[src/rtl/uart_recv.sv]
// uart_recv: 8N1 UART receiver with mid-bit sampling and one-cycle valid pulse.
// Define UART_RECV_FRAME_ERR_EN to add the frame_err output for bad stop bits.
module uart_recv #(
    parameter int BAUD_MAX = 10416
) (
    input  logic       clk,
    input  logic       rst,
    input  logic       din,
    output logic       valid,
    output logic [7:0] data
`ifdef UART_RECV_FRAME_ERR_EN
    ,
    output logic       frame_err
`endif
);
    localparam int CW = (BAUD_MAX > 1) ? $clog2(BAUD_MAX) : 1;
    localparam logic [CW-1:0] FULL = CW'(BAUD_MAX - 1);
    localparam logic [CW-1:0] HALF = CW'(BAUD_MAX / 2 - 1);
    typedef enum logic [1:0] {IDLE, START, DATA, STOP} state_t;
    state_t          state;
    logic [1:0]      din_sync;
    logic            din_s;
    logic [CW-1:0]   cnt;
    logic [2:0]      bit_cnt;
    logic [7:0]      shift;
    assign din_s = din_sync[1];
    always_ff @(posedge clk or negedge rst)
        if (!rst) begin
            state    <= IDLE;
            din_sync <= 2'b11;
            cnt      <= '0;
            bit_cnt  <= '0;
            shift    <= '0;
            data     <= '0;
            valid    <= 1'b0;
`ifdef UART_RECV_FRAME_ERR_EN
            frame_err <= 1'b0;
`endif
        end else begin
            din_sync <= {din_sync[0], din};
            valid    <= 1'b0;
`ifdef UART_RECV_FRAME_ERR_EN
            frame_err <= 1'b0;
`endif
            cnt <= cnt + CW'(1);
            case (state)
                IDLE: begin
                    cnt     <= '0;
                    bit_cnt <= '0;
                    if (!din_s) state <= START;
                end
                START: if (cnt == HALF) begin
                    cnt   <= '0;
                    state <= din_s ? IDLE : DATA;
                end
                DATA: if (cnt == FULL) begin
                    cnt            <= '0;
                    shift[bit_cnt] <= din_s;
                    bit_cnt        <= bit_cnt + 3'd1;
                    if (bit_cnt == 3'd7) state <= STOP;
                end
                STOP: if (cnt == FULL) begin
                    // Leave at mid stop bit so a back-to-back start edge is caught
                    cnt   <= '0;
                    state <= IDLE;
                    if (din_s) begin
                        data  <= shift;
                        valid <= 1'b1;
                    end
`ifdef UART_RECV_FRAME_ERR_EN
                    else frame_err <= 1'b1;
`endif
                end
                default: begin
                    cnt   <= '0;
                    state <= IDLE;
                end
            endcase
        end
endmodule

[config.mk]
export PLATFORM = sky130hd
export DESIGN_NAME = uart_recv
export DESIGN_NICKNAME = d
export VERILOG_FILES = /design/src/rtl/uart_recv.sv
export SDC_FILE = /design/constraint.sdc
export NUM_CORES = 1
export LEC_CHECK = 0
export CAP_MARGIN = 20
export CORE_MARGIN = 4
export CORE_UTILIZATION = 40
export DETAILED_ROUTE_END_ITERATION = 10
export DONT_BUFFER_PORTS = 1
export PLACE_DENSITY = 0.58
export SLEW_MARGIN = 0
export SYNTH_ARGS = -nofsm -noshare
export SYNTH_HDL_FRONTEND = slang
export SYNTH_SLANG_ARGS = --single-unit
[constraint.sdc]
create_clock -name clk -period 2.49 [get_ports clk]
set_input_delay 0.249 -clock clk [delete_from_list [all_inputs] [get_ports clk]]
set_output_delay 0.249 -clock clk [all_outputs]
set_load 0.05 [all_outputs]
; Word-level counts from Yosys, hierarchy flattened
; Cells that the tools add are included.
[classes]
order_cmp = 2
eq_ne = 11
n_addsub = 2
mux = 18
n_reduce_logical = 8
[op_table]
columns = operator, n
row1 = 14-bit case mux with 3 select lines, 1
row2 = 14-bit two-way mux, 2
row3 = "14-bit by 1-bit adder with 14-bit output, second input constant", 1
row4 = "14-bit by 13-bit == test with 1-bit output, second input constant", 1
row5 = "14-bit == test, second input constant", 1
row6 = 2-bit two-way mux, 6
row7 = "2-bit inequality test, second input constant", 5
row8 = 8-bit bitwise mux, 1
row9 = 2-bit case mux with 4 select lines, 1
row10 = 3-bit case mux with 2 select lines, 1
row11 = 5-bit AND reduction, 1
row12 = "2-bit == test, second input constant", 2
row13 = "3-bit by 4-bit less-than comparator with 1-bit output, second input constant", 1
row14 = 1-bit two-way mux, 4
row15 = 2-bit AND reduction, 2
row16 = "3-bit by 1-bit adder with 3-bit output, second input constant", 1
row17 = 1-bit demux with 3-bit select, 1
row18 = "3-bit == test, second input constant", 1
row19 = "3-bit by 1-bit >= comparator with 1-bit output, second input constant", 1
row20 = 3-bit two-way mux, 1
row21 = 3-bit AND reduction, 1
row22 = "2-bit by 1-bit == test with 1-bit output, second input constant", 1
row23 = 2-bit zero test, 1
row24 = 2-bit nonzero test, 1
row25 = 2 further kinds, 2
[totals]
reg_bits = 38
output_inout_bits = 9
input_bits = 3
word_cells = 48

; Longest topological paths before layout
[logic_depth]
depth_word = 5
depth_mapped = 7

; Worst setup path after synthesis
; OpenSTA, ideal clock, no wires.
[synth_path]
kind = reg-to-reg
start = register cnt[0]
end = register shift[5]
synth_period_minus_slack_ns = 1.775
t_required_ns = 2.365
setup_time_ns = 0.125
stages_incl_launch_ff = 7
slack_ns = 0.715
arrival_ns = 1.651
cell_sequence = dfrtp_1 ha_1 and3_1 nand4_4 buf_6 nor4_4 mux2_2
[synth_between]
elab_chain_cells = 2
[synth_lines]
columns = item, line_no
row1 = from (decl), 23  ; logic [CW-1:0] cnt;
row2 = from (signal assigned), 45  ; cnt <= cnt + CW'(1);
row3 = 14-bit == test, 56  ; DATA: if (cnt == FULL) begin
row4 = 2-bit AND reduction (no source line), -
row5 = "to (signal, indexed assignment)", 58  ; shift[bit_cnt] <= din_s;
row6 = to (decl), 25  ; logic [7:0] shift;
; Every way passes these cells.
; A chain may end at the register's enable or synchronous reset.

; Worst setup path in the final report
[layout_path]
start = register cnt[0]
end = register data[7]
[layout_between]
elab_chain_cells = 2
[layout_lines]
columns = item, line_no
row1 = 14-bit == test, 62  ; STOP: if (cnt == FULL) begin
row2 = 3-bit AND reduction (no source line), -
row3 = to (signal assigned), 67  ; data <= shift;
row4 = to (decl), 10  ; output logic [7:0] data
; Every way passes these cells.

==> results_dict.tcl <==
set metrics [dict create \
    status "finished, final reports clean" \
    clock-sinks 38 \
    die_h_um 76.3 \
    synth-async-reset-ratio_pct 100 \
    synth_edf_count 0 \
    drc 0 \
    layout_min_cycle_time_ps 2100 \
    antenna_cells 0 \
    overflow 0 \
    ys_warn_count 0 \
    p_clk_share_pct 44.5 \
    worst_setup_path_end_kind "flop" \
    port_buffers 0 \
    leakage_nw 0.872 \
    netlist.area_leader.share_pct 48.3 \
    setup_viol 0 \
    yosysUniqueCellTypes 38 \
    rr_endpoint "data[7]" \
    synth_area_leader_cell "dfrtp_1" \
    cp.arrival_ps 2280 \
    rows 24 \
    antenna_left 0 \
    hold_path_depth 0 \
    dieArea_um2 5820 \
    combPwrFrac_pct 1.5 \
    final_common_cell "dfrtp_1" \
    drive_above_1_share_pct 21.1 \
    p_seq_share_pct 54.0 \
    syn_to_final_growth_pct 8.66 \
    worstSkewPairLatency_ps 290 \
    synthTopCellsByArea "dfrtp_1 48%, mux2_2 9.7%, dfstp_2 2.8%, nor2_1 2.8%, xor2_1 2.8%" \
    place_hpwl_um 2260 \
    htreeDepth 2 \
    path_class "reg2reg" \
    clk_path_buf_depth 2 \
    antenna_found_initial 0 \
    grt_use_total_pct 12.8 \
    grt_max_degree 39 \
    via_per_inst 5.58 \
    cts_tree "done" \
    worstPathMaxFanout 13 \
    fin_nets 171 \
    fin_setup_tns_ps 0 \
    path_clk_slew_ps 70 \
    drt_iter0_drc 45 \
    start_util_pct 41.9 \
    gp_congestion 0.826 \
    avgSynthCellArea_um2 11.2 \
    worstPathRequired_ps 2670 \
    regToRegSetupSlack_ps 390 \
    rsz0062_at_grt "no" \
    dr.pass1.iters 4 \
    fmax_mhz 477 \
    min-delay-start "din_sync[0]" \
    cts_buffers 5 \
    utilization_pct 45.6 \
    syn_area_um2 1860 \
    ys.flop_type "dfrtp_1" \
    syn-num-nets 172 \
    final_cell_mix "36 x dfrtp_1, 16 x mux2_2, 14 x nor2_1, 10 x nand2_1, 9 x nand3_1" \
    worst_slew_margin_rel_pct 59.7 \
    routed_wl_um 3360 \
    die_width_um 76.3 \
    wl_per_cell_um 15.4 \
    grt_pass1_wl_um 6060 \
    ios 12 \
    irDropWorstVdd_uv 268 \
    core_area_um2 4440 \
    ys_ff_latch 38 \
    finalHoldViolCount 0 \
    swShare_pct 20.2 \
    p_per_area_nw_per_um2 569 \
    first_global_vias 1236 \
    worst_slew_pin_slew_ps 604 \
    worstSetupStartpointType "flop" \
    finalMaxSlewViolations 0 \
    fin_worst_skew_ps 5.07 \
    hp-class "reg2reg" \
    yosysSeqAreaShare_pct 51.1 \
    worstSetupStartpoint "cnt[0]" \
    cts_setup_buffers 0 \
    intPower_uw 920 \
    cts-root-buf "clkbuf_8" \
    min_to "din_sync[1]" \
    reg2reg_depth 5 \
    reg2reg_from "cnt[0]" \
    cap_viol_max_count 0 \
    vias 1217 \
    power.switching_uw 233 \
    period_share_pct 84.3 \
    syn_inst 166 \
]
-- registers in the layout, indices dropped and copies added (netlist names), named ones only --
signal and flops:
bit_cnt 3, cnt 14, data 8, din_sync 2, shift 8, state 1
valid 1
-- cell families after synthesis --
kind of cell | synth area share (%)
and+or+nand+nor | 24.6
DFF | 51.1
AOI/OAI and AO/OA | 3.56
xor gates and xnor gates | 5.17
buffers and inverters | 3.83
muxes | 9.66
adders and majority gates | 2.01
-- timing repair --
action / 4_1_cts / 5_1_grt
hold endpoints to repair: 39 / 0
hold buffers: 3 / 0
gates resized for setup: 0 / 0
-- synth_stat cells (4+ instances only) --
cell type	count
nand3_1	9
nor2_1	14
nand4_1	8
nor2b_1	4
mux2_2	16
xor2_1	6
nand2_1	10
nor3_1	5
xnor2_1	5
dfrtp_1	36
clkbuf_1	7
-- power by group through the flow --
stage	sequential, mW	clock [mW]	combinational, mW
floorplan	0.632	0	0.00166
global placement	0.635	0	0.000119
detailed placement	0.635	0	0.000119
CTS	0.623	0.525	0.0192
global route	0.623	0.559	0.0209
finish	0.623	0.513	0.0176
-- per-layer routing --
layer	up-vias	track usage (%)	share of wire (%)
met1	601	17.3	48
met4	0	5.43	1.7
li1	589	-	-
met2	21	18.6	46
met3	6	4.49	3.9
met5	-	0	0
-- worst max-delay path by stage --
| stage | slack, ps | endpoint |
|---|---|---|
| final | 390 | data[7] |
| after global routing | 230 | data[6] |
| after CTS | 370 | data[6] |
| after detailed placement | 390 | data[6] |
| after global placement | 490 | data[6] |
| after floorplan | 710 | shift[5] |
-- cell type report --
type	instances	area (um2)
clock buffers	5	68.8
well taps	52	65.1
clock inverters	3	40.0
repair buffers	4	47.5
flip-flops and latches	38	953
inverters	3	11.3
fillers	415	2420
multi-input cells	113	840
-- worst max-delay path: stages (launching register included) --
cell and delay [ps]:
dfrtp_1 400, ha_1 270, and3_1 260, nand4_4 230
nor2_2 440, mux2_2 390
-- stage by stage --
stage	setup WS, ps	hold slack (ps)	area (um2)	std cells	power, mW
5_1_grt	225	368	2030	218	1.20
2_1_floorplan	715	-46.6	1860	166	0.634
3_3_place_gp	493	-45.5	1880	207	0.635
6_report	392	359	2030	218	1.15
4_1_cts	373	361	2030	218	1.17
3_5_place_dp	392	-45.5	1880	207	0.635
No activity file was read; power rests on OpenSTA's default activity.
